==> config.mk <==
export PLATFORM = sky130hd
export DESIGN_NAME = uart_fpu_sequencer
export DESIGN_NICKNAME = d
export VERILOG_FILES = /design/src/rtl/uart_fpu_sequencer.sv
export SDC_FILE = /design/constraint.sdc
export NUM_CORES = 1
export LEC_CHECK = 0
export ABC_AREA = 1
export CAP_MARGIN = 20
export CORE_AREA = 2 2 110 101
export DETAILED_ROUTE_END_ITERATION = 10
export DIE_AREA = 0 0 112 103
export GPL_TIMING_DRIVEN = 0
export PLACE_DENSITY = 0.8
export SLEW_MARGIN = 10
export SYNTH_ARGS = -nofsm -noshare
export SYNTH_HDL_FRONTEND = slang
export SYNTH_SLANG_ARGS = --single-unit
==> constraint.sdc <==
create_clock -name i_clk -period 1.8 [get_ports i_clk]
set_input_delay 0.18 -clock i_clk [delete_from_list [all_inputs] [get_ports i_clk]]
set_output_delay 0.18 -clock i_clk [all_outputs]
set_load 0.01 [all_outputs]
==> src/rtl/uart_fpu_sequencer.sv <==
// UART <-> FPU frame sequencer: opcode + A + B in, 4-byte result out.
// Optional inter-byte timeout: define UART_FPU_TIMEOUT_EN.
module uart_fpu_sequencer #(
  parameter int unsigned DATA_W      = 32,
  parameter int unsigned BYTE_W      = 8,
  parameter int unsigned TIMEOUT_CYC = 100000
) (
  input  logic              i_clk,
  input  logic              i_rst_n,
  input  logic              i_rx_valid,
  input  logic [BYTE_W-1:0] i_rx_data,
  input  logic              i_tx_busy,
  output logic              o_tx_start,
  output logic [BYTE_W-1:0] o_tx_data,
  output logic [1:0]        o_fpu_op,
  output logic [DATA_W-1:0] o_fpu_a,
  output logic [DATA_W-1:0] o_fpu_b,
  output logic              o_fpu_start,
  input  logic              i_fpu_done,
  input  logic [DATA_W-1:0] i_fpu_result,
  output logic              o_busy,
  output logic              o_done,
  output logic              o_err
);

  localparam int unsigned NB = DATA_W / BYTE_W;
  localparam int unsigned CW = $clog2(NB + 1);
  localparam logic [CW-1:0] LAST = CW'(NB - 1);
  localparam logic [CW-1:0] FULL = CW'(NB);

  localparam logic [2:0] IDLE   = 3'd0;
  localparam logic [2:0] RX_A   = 3'd1;
  localparam logic [2:0] RX_B   = 3'd2;
  localparam logic [2:0] START  = 3'd3;
  localparam logic [2:0] WAIT   = 3'd4;
  localparam logic [2:0] TX_REQ = 3'd5;
  localparam logic [2:0] TX_GAP = 3'd6;
  localparam logic [2:0] FIN    = 3'd7;

  logic [2:0]        state_q, state_d;
  logic [CW-1:0]     cnt_q, cnt_d;
  logic [DATA_W-1:0] a_q, a_d;
  logic [DATA_W-1:0] b_q, b_d;
  logic [DATA_W-1:0] r_q, r_d;
  logic [1:0]        op_q, op_d;
  logic [BYTE_W-1:0] txd_q, txd_d;
  logic              txs_q, txs_d;
  logic              fst_q, fst_d;
  logic              done_q, done_d;
  logic              err_q, err_d;
  logic              busy_q;
  logic              to_hit;

`ifdef UART_FPU_TIMEOUT_EN
  localparam int unsigned IW = $clog2(TIMEOUT_CYC);
  logic [IW-1:0] idle_q, idle_d;
  logic          in_rx;

  assign in_rx  = (state_q == RX_A) || (state_q == RX_B);
  assign to_hit = in_rx && !i_rx_valid &&
                  (idle_q == IW'(TIMEOUT_CYC - 2));
  assign idle_d = (in_rx && !i_rx_valid && !to_hit) ?
                  idle_q + 1'b1 : '0;

  always_ff @(posedge i_clk or negedge i_rst_n) begin
    if (!i_rst_n) idle_q <= '0;
    else          idle_q <= idle_d;
  end
`else
  assign to_hit = 1'b0;
`endif

  always_comb begin
    state_d = state_q;
    cnt_d   = cnt_q;
    a_d     = a_q;
    b_d     = b_q;
    r_d     = r_q;
    op_d    = op_q;
    txd_d   = txd_q;
    txs_d   = 1'b0;
    fst_d   = 1'b0;
    done_d  = 1'b0;
    err_d   = 1'b0;
    unique case (state_q)
      IDLE: begin
        if (i_rx_valid) begin
          if (|i_rx_data[BYTE_W-1:2]) begin
            err_d = 1'b1;
          end else begin
            op_d    = i_rx_data[1:0];
            cnt_d   = '0;
            state_d = RX_A;
          end
        end
      end
      RX_A: begin
        if (i_rx_valid) begin
          a_d = {a_q[DATA_W-BYTE_W-1:0], i_rx_data};
          if (cnt_q == LAST) begin
            cnt_d   = '0;
            state_d = RX_B;
          end else begin
            cnt_d = cnt_q + 1'b1;
          end
        end
      end
      RX_B: begin
        if (i_rx_valid) begin
          b_d = {b_q[DATA_W-BYTE_W-1:0], i_rx_data};
          if (cnt_q == LAST) begin
            cnt_d   = '0;
            state_d = START;
          end else begin
            cnt_d = cnt_q + 1'b1;
          end
        end
      end
      START: begin
        err_d   = i_rx_valid;
        state_d = WAIT;
      end
      WAIT: begin
        err_d = i_rx_valid;
        if (i_fpu_done) begin
          r_d     = i_fpu_result;
          cnt_d   = '0;
          state_d = TX_REQ;
        end
      end
      TX_REQ: begin
        err_d = i_rx_valid;
        if (!i_tx_busy) begin
          txs_d   = 1'b1;
          txd_d   = r_q[DATA_W-1 -: BYTE_W];
          r_d     = r_q << BYTE_W;
          cnt_d   = cnt_q + 1'b1;
          state_d = TX_GAP;
        end
      end
      TX_GAP: begin
        err_d   = i_rx_valid;
        state_d = (cnt_q == FULL) ? FIN : TX_REQ;
      end
      FIN: begin
        err_d   = i_rx_valid;
        state_d = IDLE;
      end
      default: state_d = IDLE;
    endcase
    // Stalled partial frame is thrown away
    if (to_hit) begin
      err_d   = 1'b1;
      a_d     = '0;
      b_d     = '0;
      cnt_d   = '0;
      state_d = IDLE;
    end
    fst_d  = (state_d == START);
    done_d = (state_d == FIN);
  end

  always_ff @(posedge i_clk or negedge i_rst_n) begin
    if (!i_rst_n) begin
      state_q <= IDLE;
      cnt_q   <= '0;
      a_q     <= '0;
      b_q     <= '0;
      r_q     <= '0;
      op_q    <= '0;
      txd_q   <= '0;
      txs_q   <= 1'b0;
      fst_q   <= 1'b0;
      done_q  <= 1'b0;
      err_q   <= 1'b0;
      busy_q  <= 1'b0;
    end else begin
      state_q <= state_d;
      cnt_q   <= cnt_d;
      a_q     <= a_d;
      b_q     <= b_d;
      r_q     <= r_d;
      op_q    <= op_d;
      txd_q   <= txd_d;
      txs_q   <= txs_d;
      fst_q   <= fst_d;
      done_q  <= done_d;
      err_q   <= err_d;
      busy_q  <= (state_d != IDLE);
    end
  end

  assign o_tx_start  = txs_q;
  assign o_tx_data   = txd_q;
  assign o_fpu_op    = op_q;
  assign o_fpu_a     = a_q;
  assign o_fpu_b     = b_q;
  assign o_fpu_start = fst_q;
  assign o_busy      = busy_q;
  assign o_done      = done_q;
  assign o_err       = err_q;

endmodule
; Word-level counts from Yosys, hierarchy flattened
; Index checks and enable logic that the tools add are counted.
[classes]
add_sub_neg = 1
n_eq_ne = 16
n_mux = 25
n_bitwise = 2
n_reduce_logical = 13
[ops]
columns = op, n
row1 = 32-bit 2-to-1 mux, 2
row2 = 32-bit case mux with 2 select lines, 1
row3 = 3-bit 2-to-1 mux, 14
row4 = 3-bit case mux with 8 select lines, 1
row5 = 3-bit equality test (second input constant), 6
row6 = 3-bit by 2-bit equality test with 1-bit output (second input constant), 4
row7 = 3-bit case mux with 4 select lines, 1
row8 = 2-bit inequality test (second input constant), 4
row9 = 2-bit AND reduction, 3
row10 = 3-bit AND reduction, 2
row11 = 6-bit AND reduction, 1
row12 = 6-bit OR reduction, 1
row13 = 5-bit OR reduction, 1
row14 = 1-bit 2-to-1 mux, 4
row15 = 4-bit nonzero test, 1
row16 = 3-bit by 1-bit adder with 3-bit output (second input constant), 1
row17 = 3-bit by 1-bit equality test with 1-bit output (second input constant), 1
row18 = 3-bit logical NOT, 1
row19 = 3-bit nonzero test, 1
row20 = 2-bit 2-to-1 mux, 1
row21 = 2-bit by 1-bit inequality test with 1-bit output (second input constant), 1
row22 = 1-bit inverter, 2
row23 = 1-bit case mux with 2 select lines, 1
row24 = 2-bit nonzero test, 1
row25 = 2-bit OR reduction, 1
[word_totals]
reg_bits = 117
in_bits = 45
out_inout_bits = 79
wordCells = 69

; Logic depth before layout (Yosys ltp)
; Gate-level depths: netlist of the first run.
[logic_depth]
ltp_word = 5
ltp_mapped = 9
depth_no_buf = 8

; Worst setup path before layout of the first run
; Ideal clock, no wire load.
[synth_path]
kind = reg2reg
from = register cnt_q[0]
to = register busy_q (netlist: o_busy)
setup_time_ps = 128
t_arrival_ps = 1318
t_required_ps = 1672
slack_ps = 354
path_stages_with_launch = 9
n_path_buf = 0
synth_period_minus_slack_ps = 1446
cell_sequence = dfrtp_1 -> ha_1 -> ha_1 -> nand2_1 -> inv_1 -> nand3_1 -> nand2_1 -> nor3_1 -> nand2_1
[synth_via]
elab_chain_len = 5
elab_cells_between_ends = 9
classes_between = eq/ne (2) / mux (6) / reduce/logical (1)
[synth_rtl]
columns = element, line
row1 = from (decl), 41  ; logic [CW-1:0] cnt_q, cnt_d;
row2 = from (signal assigned), 179  ; cnt_q <= cnt_d;
row3 = 3-bit by 2-bit equality test with 1-bit output, "100, 111"
row4 = 3-bit 2-to-1 mux (on tied branches), "111, 100"
row5 = 3-bit 2-to-1 mux (on tied branches), "109, 98"
row6 = 3-bit case mux with 8 select lines (*), 85  ; unique case (state_q)
row7 = 3-bit nonzero test (*), 189  ; busy_q <= (state_d != IDLE);
row8 = to (signal assigned), 189
row9 = to (decl), 51  ; logic busy_q;
; Mark *: on every way between the ends. The rest lies on a longest branch, timed or not.
; A chain may end at the register's enable or synchronous reset.

; Worst setup path after layout of the first run
; Ends and elaborated chain as after synthesis.

==> results of run 1 <==
[Yosys cell counts]
cell / instances
a21oi_1: 25
buf_2: 10
buf_4: 6
buf_6: 8
clkbuf_1: 3
clkbuf_2: 1
clkinv_4: 1
dfrtp_1: 117
ha_1: 4
inv_1: 76
inv_2: 1
mux2_2: 8
nand2_1: 118
nand3_1: 24
nand3_4: 2
nand3b_1: 1
nand4_1: 1
nor2_1: 35
nor2_2: 1
nor2_4: 3
nor3_1: 1
o21ai_0: 67
o21ai_1: 32
o21ai_4: 1
or2_1: 1
[area by class of cell]
class	count	area [sq um]
buffer	28	201
clock buffer	19	443
clock inverter	13	149
fill	822	3510
inverter	78	298
multi-input combinational	324	1570
sequential	117	2930
tap	133	166
timing repair buffer	125	1270
[placed cells by master, fill, tap and decap left out, drive strengths merged]
| cell | n |
|---|---|
| a21oi | 25 |
| buf | 26 |
| bufinv | 2 |
| clkbuf | 23 |
| clkdlybuf4s50 | 122 |
| clkinv | 3 |
| clkinvlp | 6 |
| dfrtp | 117 |
| dlygate4sd3 | 1 |
| ha | 4 |
| inv | 80 |
| mux2 | 8 |
| nand2 | 118 |
| nand3 | 26 |
| nand3b | 1 |
| nand4 | 1 |
| nor2 | 39 |
| nor3 | 1 |
| o21ai | 100 |
| or2 | 1 |
[worst register-to-register path, stage by stage, from the launching register on]
cell,delay (ns)
dfrtp_1,0.42
ha_1,0.24
ha_1,0.23
nand2_1,0.13
inv_1,0.05
nand3_1,0.09
nand2_1,0.06
nor3_1,0.25
nand2_1,0.08
[registers in the layout (all words and copies together) (netlist names)]
signal	cells
o_fpu_start	1
r_q	32
cnt_q	3
o_busy	1
o_fpu_b	32
o_fpu_a	32
o_tx_start	1
o_err	1
o_tx_data	8
state_q	3
o_fpu_op	2
o_done	1
[timing repair]
item,4_1_cts,5_1_grt
resized for setup,0,0
hold endpoints to repair,41,0
hold buffers,1,0
[routing by layer]
metal  vias up  part of all wire [%]
li1       2021                     -
met1      2016                    43
met2       178                    50
met3        14                   6.2
met4         0                   1.1
met5         -                     0
[through the flow]
step	worst slack (ns)	area [sq um]	instances	TNS, ns	hold slack, ns
finish	0.149	7030	837	0	0.253
floorplan	0.354	5000	547	0	-0.116
detailed placement	0.178	6420	804	0	0.121
global route	0.00338	7030	837	0	0.293
global placement	-3.76	6400	803	-439.62	0.464
CTS	0.154	7030	837	0	0.268
[report_power, final]
| group | internal, mW | switching [mW] |
|---|---|---|
| clock network | 2.09 | 1.26 |
| logic | 2.46 | 2.65 |
| registers | 3.79 | 0.661 |
[cells by family after synthesis]
family	Yosys count
AO/OA/AOI/OAI	125
adder cells (fa/ha/maj)	4
buffers and inverters	106
flip-flops	117
multiplexers	8
AND/OR/NAND/NOR	187
[path summary, 6_finish.rpt]
path	slack (ns)	cells after the start	to	startpoint
setup / recovery	0.15	8	o_busy	cnt_q[0]
min in group i_clk	0.35	3	r_q[4]	i_fpu_result[4]
hold reg to reg	0.48	2	o_fpu_a[30]	o_fpu_a[30]
setup reg to reg	0.15	8	o_busy	cnt_q[0]
hold / removal	0.25	2	o_fpu_a[24]	i_rst_n
max in group asynchronous	0.84	3	o_fpu_b[26]	i_rst_n
==> summary.txt, run 1 <==
Status: completed
RSZ-0062 raised after global routing: false
Vias: 4,229
Gr usage total: 23.0%
Rows: 36
Clock latency on the worst-skew pair: 0.41 ns
CP max stage cell: dfrtp_1
Drt via density: 5.05
Die H: 103 um
Main combinational cell family by area after synthesis: simple AND/OR/NAND/NOR gates
Worst EP arrival: 1.93 ns
Adder-Cell Fraction of Synth Area: 1.00%
Fmax: 606 MHz
Tot Pwr: 12.9 mW
Sequential area share after synthesis: 58.6%
Final min period: 1.65 ns
FF+latch count, synth: 117
Slew Viols, Final: 0
CTS tree: built
Max-slew headroom: 70.2%
Share of layout cells above drive strength 1: 10.7%
Wire per inst: 14.9 um
Mapped Nets: 596
Most frequent CP cell: nand2_1
Top Usage Layer GRT: met2
Starting Density: 47.4%
Peak VDD IR: 0.000907 V
TritonCTS Buffers: 17
Leading area contributor after synthesis: dfrtp_1
Port Buffers: 123
Placer Congestion: 0.909
Total core area: 0.0105 sq mm
Fin nets: 740
Vias in the first global route: 4,350
Crit path largest cell delay: 0.42 ns
Remaining DRCs: 0
1st-pass router iterations: 5
Worst hold path type: input port to async pin
Final setup viols: 0
Initial antenna violation count: 0
DP HPWL: 8720 um
Die X: 112 um
Final hold violation count: 0
Final period utilization: 91.7%
Met1 usage: 28.0%
GR Util met2: 40.7%
Number of setup buffers added after CTS: 0
Clk root buf: clkbuf_16
Clock-pin slew on the worst setup and hold paths: 0.06 ns
Synth-to-Final Area Change: 40.6%
Setup Skew: 0.0116 ns
Area contributors post-synth: dfrtp_1, nand2_1, o21ai_0, inv_1, o21ai_1
Critical Path RT: 2.08 ns
Core Util, Final: 66.7%
Ports: 124
Post-synth top area share: 58.6%
Mean Syn Cell Area: 9.14 sq um
H-Tree Level Count: 4
Mapped Cells: 547
First-pass GRT wire length: 20,800 um
Crit path buf inv count: 1
Worst-path cell chain: ha_1, ha_1, nand2_1, inv_1, nand3_1, nand2_1, nor3_1, nand2_1
Post-synthesis cell type count: 25
CP Class: flip-flop to flip-flop
Multiplexer area fraction after synthesis: 1.80%
Clk sinks: 117
Initial DRC Count: 392
Max_cap viols: 0
Compound-Gate Fraction of Synth Area: 12.7%
Crit start category: flip-flop
Worst Path Max Fanout: 4
Grt ovf: 0
Longest Clk Path Bufs: 2
PwrDens: 1840 mW/mm^2
Die area: 0.0115 sq mm
Synthesized cell area: 0.00500 sq mm
Antenna cells: 0
GR Layer Usage met3: 5.94%
Xor/xnor cell area share of the yosys netlist: 0%
Leak: 3.38 nW
Total wire length: 12,400 um
Simple-Gate Fraction of Synth Area: 15.9%
Slew @ Worst Pin: 0.446 ns
YS warnings: 0
CP Capture Type: flip-flop
Routed Antenna Nets: 0
Largest net degree at the start of global routing: 77
Delay-heaviest family, CP: simple AND/OR/NAND/NOR gates
No activity file was read; power rests on OpenSTA's default activity.
==> run 2: changes to the inputs <==
--- a/config.mk
+++ b/config.mk
@@ -12,6 +12,7 @@
 export DIE_AREA = 0 0 112 103
 export GPL_TIMING_DRIVEN = 0
 export PLACE_DENSITY = 0.8
+export SETUP_SLACK_MARGIN = 0.5
 export SLEW_MARGIN = 10
 export SYNTH_ARGS = -nofsm -noshare
 export SYNTH_HDL_FRONTEND = slang
==> summary.txt, run 2 (synthesized netlist as in run 1, its figures left out) <==
Status: completed
Final period utilization: 90.6%
Most frequent cells in the layout: dfrtp_1, inv_1, nand2_1
Leak: 4.34 nW
Delay-heaviest family, CP: buffers and inverters
H-Tree Level Count: 4
Fin nets: 833
Slew Viols, Final: 0
Final hold violation count: 0
Crit path buf inv count: 4
Longest Clk Path Bufs: 2
Commonest non-fill, non-tap cell in the layout: dfrtp_1
Comb power frac: 53.0%
Largest net degree at the start of global routing: 69
Switching share of total power: 40.7%
Final setup viols: 0
Setup Skew: 0.00969 ns
Critical Path RT: 2.11 ns
Die area: 0.0115 sq mm
Instance area at placement: 0.00644 sq mm
1st-pass router iterations: 5
Placer Congestion: 0.908
Dpl cells: 804
CTS tree: built
Remaining DRCs: 0
Seq pwr share: 27.9%
Starting Density: 47.4%
Net Sw Power: 6.80 mW
Final setup TNS: 0 ns
Peak VDD IR: 0.00109 V
Core Util, Final: 85.6%
Clock network power share: 19.1%
Slew @ Worst Pin: 0.682 ns
Clk sinks: 117
Synth-to-Final Area Change: 80.6%
Max-slew headroom: 54.6%
Clock-pin slew on the worst setup and hold paths: 0.06 ns
Antenna cells: 0
RSZ-0062 raised after global routing: true
Grt ovf: 0
Max_cap viols: 0
Crit path largest cell delay: 0.38 ns
Clock latency on the worst-skew pair: 0.43 ns
Gr usage total: 28.4%
PwrDens: 1850 mW/mm^2
Final min period: 1.63 ns
Vias in the first global route: 5,090
First-pass GRT wire length: 25,400 um
CP Class: flip-flop to flip-flop
Total wire length: 20,200 um
Ports: 124
Die X: 112 um
Die H: 103 um
Worst EP arrival: 1.94 ns
Internal Power: 9.93 mW
Routed Antenna Nets: 0
Drt via density: 5.71
Rows: 36
Initial antenna violation count: 0
Wire per inst: 21.7 um
Layout Cells excl Fill: 930
Initial DRC Count: 491
Worst-path cell chain: buf_6, buf_12, nor2_4, buf_6, nand3_4, buf_6, o21ai_1
DP HPWL: 8760 um
Total core area: 0.0105 sq mm
TritonCTS Buffers: 17
Fillers: 434
Crit start category: flip-flop
Clk root buf: clkbuf_16
Sequential cell area: 0.00293 sq mm
Worst hold path type: input port to async pin
CP Capture Type: flip-flop
Worst Path Max Fanout: 5
Share of layout cells above drive strength 1: 44.3%
Port Buffers: 123
Finished Cell Area: 0.00902 sq mm
Fmax: 613 MHz
Multi-input gate area: 0.00248 sq mm
Vias: 5,310
CP max stage cell: dfrtp_1
Most frequent CP cell: buf_6
-- run 2: changes by cell type in the layout (fill, tap and decap cells not counted), moves of 22 or more --
cell | previous run | this run
o21ai_2 | 0 | 47
a21oi_1 | 25 | 3
buf_6 | 9 | 36
clkdlybuf4s50_1 | 122 | 42
dlygate4sd2_1 | 0 | 55
nor2_1 | 35 | 8
buf_4 | 6 | 50
o21ai_0 | 67 | 2
nand2_2 | 0 | 34
nor2_4 | 3 | 25
nand2_4 | 0 | 22
nand2_1 | 118 | 62
-- run 2: path summary, 6_finish.rpt --
path	slack [ns]	cells after the start	startpoint	to
worst max register to register	0.17	7	state_q[1]	o_fpu_a[30]
min in group i_clk	0.33	3	i_fpu_result[4]	r_q[4]
worst max-delay path	0.17	7	state_q[1]	o_fpu_a[30]
max in group asynchronous	0.83	3	i_rst_n	o_fpu_b[1]
worst min-delay path	0.27	2	i_rst_n	o_fpu_a[24]
worst min register to register	0.51	2	o_fpu_b[29]	o_fpu_b[29]
-- run 2: worst reg2reg max path, stage by stage (launching register included) --
cell and delay [ns]:
dfrtp_1 0.38, buf_6 0.15, buf_12 0.13, nor2_4 0.14, buf_6 0.13, nand3_4 0.15, buf_6 0.22, o21ai_1 0.23
-- run 2: timing repair --
item / 4_1_cts / 5_1_grt
gates resized for setup: 294 / 213
pin swaps: 32 / 30
buffers inserted: 42 / 31
gates cloned: 18 / 2
endpoints found under the setup margin: 189 / 150
hold endpoints to repair: 49 / 0
hold buffers: 1 / 0
-- run 2: area by class of cell --
type                       count  share of cell area (%)
buffer                        28                    4.02
clock buffer                  19                    4.80
clock inverter                13                    1.23
inverter                      78                    3.47
multi-input combinational    326                    27.5
sequential                   117                    32.5
tap                          133                    1.84
timing repair buffer         216                    24.7
-- run 2: layer usage --
layer  GRT usage (%)  share of wire (%)
met5               0                  0
met4            11.8                5.0
met3            6.88                7.2
met2            52.6                 53
met1            31.8                 35
-- run 2: per-stage QoR --
step	worst slack, ns	power (mW)	hold slack (ns)
2_1_floorplan	0.510	7.12	-0.116
3_3_place_gp	-3.71	9.33	0.464
3_5_place_dp	0.182	9.57	0.157
4_1_cts	0.294	14.2	0.299
5_1_grt	0.144	17.4	0.330
6_report	0.170	16.7	0.271
-- run 2: power groups by stage --
| stage | registers, mW | clock network (mW) | logic, mW |
|---|---|---|---|
| floorplan | 4.71 | 0 | 2.41 |
| global placement | 4.42 | 0 | 4.91 |
| detailed placement | 4.48 | 0 | 5.09 |
| CTS | 4.46 | 3.10 | 6.67 |
| global route | 4.74 | 3.31 | 9.38 |
| finish | 4.67 | 3.20 | 8.86 |
==> run 3: changes to the inputs <==
--- a/config.mk
+++ b/config.mk
@@ -7,11 +7,12 @@
 export LEC_CHECK = 0
 export ABC_AREA = 1
 export CAP_MARGIN = 20
-export CORE_AREA = 2 2 110 101
+export CORE_AREA = 2 2 108 99
+export CTS_BUF_LIST = sky130_fd_sc_hd__clkbuf_8
 export DETAILED_ROUTE_END_ITERATION = 10
-export DIE_AREA = 0 0 112 103
+export DIE_AREA = 0 0 110 101
 export GPL_TIMING_DRIVEN = 0
-export PLACE_DENSITY = 0.8
+export PLACE_DENSITY = 0.83
 export SETUP_SLACK_MARGIN = 0.5
 export SLEW_MARGIN = 10
 export SYNTH_ARGS = -nofsm -noshare
==> summary.txt, run 3 (synthesized netlist as in run 1, its figures left out) <==
Drt via density: 5.67
Wire per inst: 21.0 um
Rows: 35
Synth-to-Final Area Change: 73.2%
Instance area at placement: 0.00644 sq mm
Final hold violation count: 0
Crit Reg-Reg Endpoint: r_q[26]
Most frequent CP cell: buf_8
Longest Clk Path Bufs: 2
Final setup viols: 0
Antenna cells: 0
Crit path largest cell delay: 0.38 ns
PwrDens: 1820 mW/mm^2
Port Buffers: 123
Setup Skew: 0.0168 ns
Sequential cell area: 0.00293 sq mm
Fillers: 416
1st-pass router iterations: 5
Worst-path cell chain: buf_6, nor2_4, nand3_4, o21ai_4, buf_12, buf_8, buf_8, nand2_2, o21ai_1
Vias: 5,221
DP HPWL: 8600 um
Placer Congestion: 0.911
R2R Setup Slk: 0.27 ns
Fin worst setup slack: 0.271 ns
CP Depth: 9
Total core area: 0.0100 sq mm
Starting Density: 49.8%
Crit Reg-Reg Startpoint: state_q[1]
Critical Path Source: state_q[1]
Max-slew headroom: 51.6%
Worst hold path type: input port to async pin
Status: completed
DP Worst Slack: 0.192 ns
CP Capture Type: flip-flop
Leak: 4.20 nW
Max_cap viols: 0
Worst Path Max Fanout: 7
Final period utilization: 85.0%
Ports: 124
Final min period: 1.53 ns
Gr usage total: 29.5%
Initial antenna violation count: 0
Routed Antenna Nets: 0
Vias in the first global route: 4,988
Most frequent cells in the layout: dfrtp_1, inv_1, buf_4
CP Capture Point: r_q[26]
RSZ-0062 raised after global routing: true
TritonCTS Buffers: 17
Largest net degree at the start of global routing: 67
Initial DRC Count: 486
First-pass GRT wire length: 24,900 um
Clock latency on the worst-skew pair: 0.45 ns
Slew Viols, Final: 0
CTS tree: built
H-Tree Level Count: 4
Commonest non-fill, non-tap cell in the layout: dfrtp_1
Fmax: 654 MHz
Die X: 110 um
Share of layout cells above drive strength 1: 44.3%
Grt ovf: 0
Crit path buf inv count: 4
Core Util, Final: 86.4%
Multi-input gate area: 0.00242 sq mm
Critical Path RT: 2.15 ns
Remaining DRCs: 0
Worst EP arrival: 1.88 ns
Die H: 101 um
Clock-pin slew on the worst setup and hold paths: 0.08 ns
Slew @ Worst Pin: 0.726 ns
Delay-heaviest family, CP: buffers and inverters
Total wire length: 19,300 um
Finished Cell Area: 0.00866 sq mm
CP max stage cell: dfrtp_1
Clk sinks: 117
Clk root buf: clkbuf_8
R2R cell count: 9
Peak VDD IR: 0.000873 V
Die area: 0.0111 sq mm
Fin nets: 829
CP Class: flip-flop to flip-flop
Crit start category: flip-flop
## run 3: cell types whose count changed in the layout (fill, tap and decap cells not counted), moves of 7 or more
cell             before  now
buf_6                36   23
dlygate4sd2_1        55   15
clkdlybuf4s15_1      21   56
nor2_1                8   20
clkbuf_8              3   21
nand2_1              62   49
buf_4                50   61
nand2_2              34   44
clkbuf_16            18    3
clkbuf_2              3   10
o21ai_2              47   54
o21ai_1              47   39
nor2_4               25   18
## run 3: how the worst min path moves through the flow
stage	end	slack (ns)	depth (start not counted)
final	o_fpu_a[29]	0.26	2
after floorplan	cnt_q[0]	-0.12	0
after global routing	o_fpu_a[29]	0.31	2
after CTS	o_fpu_a[29]	0.27	2
after detailed placement	o_fpu_a[29]	0.15	1
after global placement	o_fpu_b[31]	0.46	2
## run 3: routing by layer
layer | track usage [%] | part of all wire (%)
met1 | 33.8 | 36
met2 | 53.3 | 51
met3 | 5.69 | 7.4
met4 | 12.5 | 5.8
met5 | 0 | 0
## run 3: stage by stage
step / TNS, ns / hold WS [ns] / std cells / power (mW)
after global placement: -432.16 / 0.465 / 799 / 9.33
after CTS: 0 / 0.270 / 892 / 13.2
after detailed placement: 0 / 0.154 / 800 / 9.56
after floorplan: 0 / -0.116 / 547 / 7.12
final: 0 / 0.263 / 921 / 15.7
after global routing: 0 / 0.312 / 921 / 16.4
## run 3: worst register-to-register path, cell delays in order, from the launching register on
cell,delay [ns]
dfrtp_1,0.38
buf_6,0.16
nor2_4,0.16
nand3_4,0.10
o21ai_4,0.08
buf_12,0.15
buf_8,0.12
buf_8,0.13
nand2_2,0.07
o21ai_1,0.10
## run 3: layout make-up
class                   count  share of cell area [%]
clock inverters            12                    1.59
repair buffers            212                    24.1
flip-flops and latches    117                    33.9
well taps                 129                    1.86
inverters                  78                    3.50
plain buffers              28                    4.10
clock buffers              19                    3.02
multi-input cells         326                    27.9
## run 3: repair_timing
item,in CTS,in global routing
setup endpoints to repair,190,165
gates resized for setup,244,282
hold buffers,1,0
gates cloned,14,4
pin swaps,14,24
setup buffers,46,25
hold endpoints to repair,51,0
## run 3: where the power goes
part           internal, mW  switching (mW)  leakage (nW)
Clock                  1.41            1.11         0.215
Sequential             3.80           0.798          1.45
Combinational          4.06            4.54          2.54
Total                  9.27            6.45          4.20
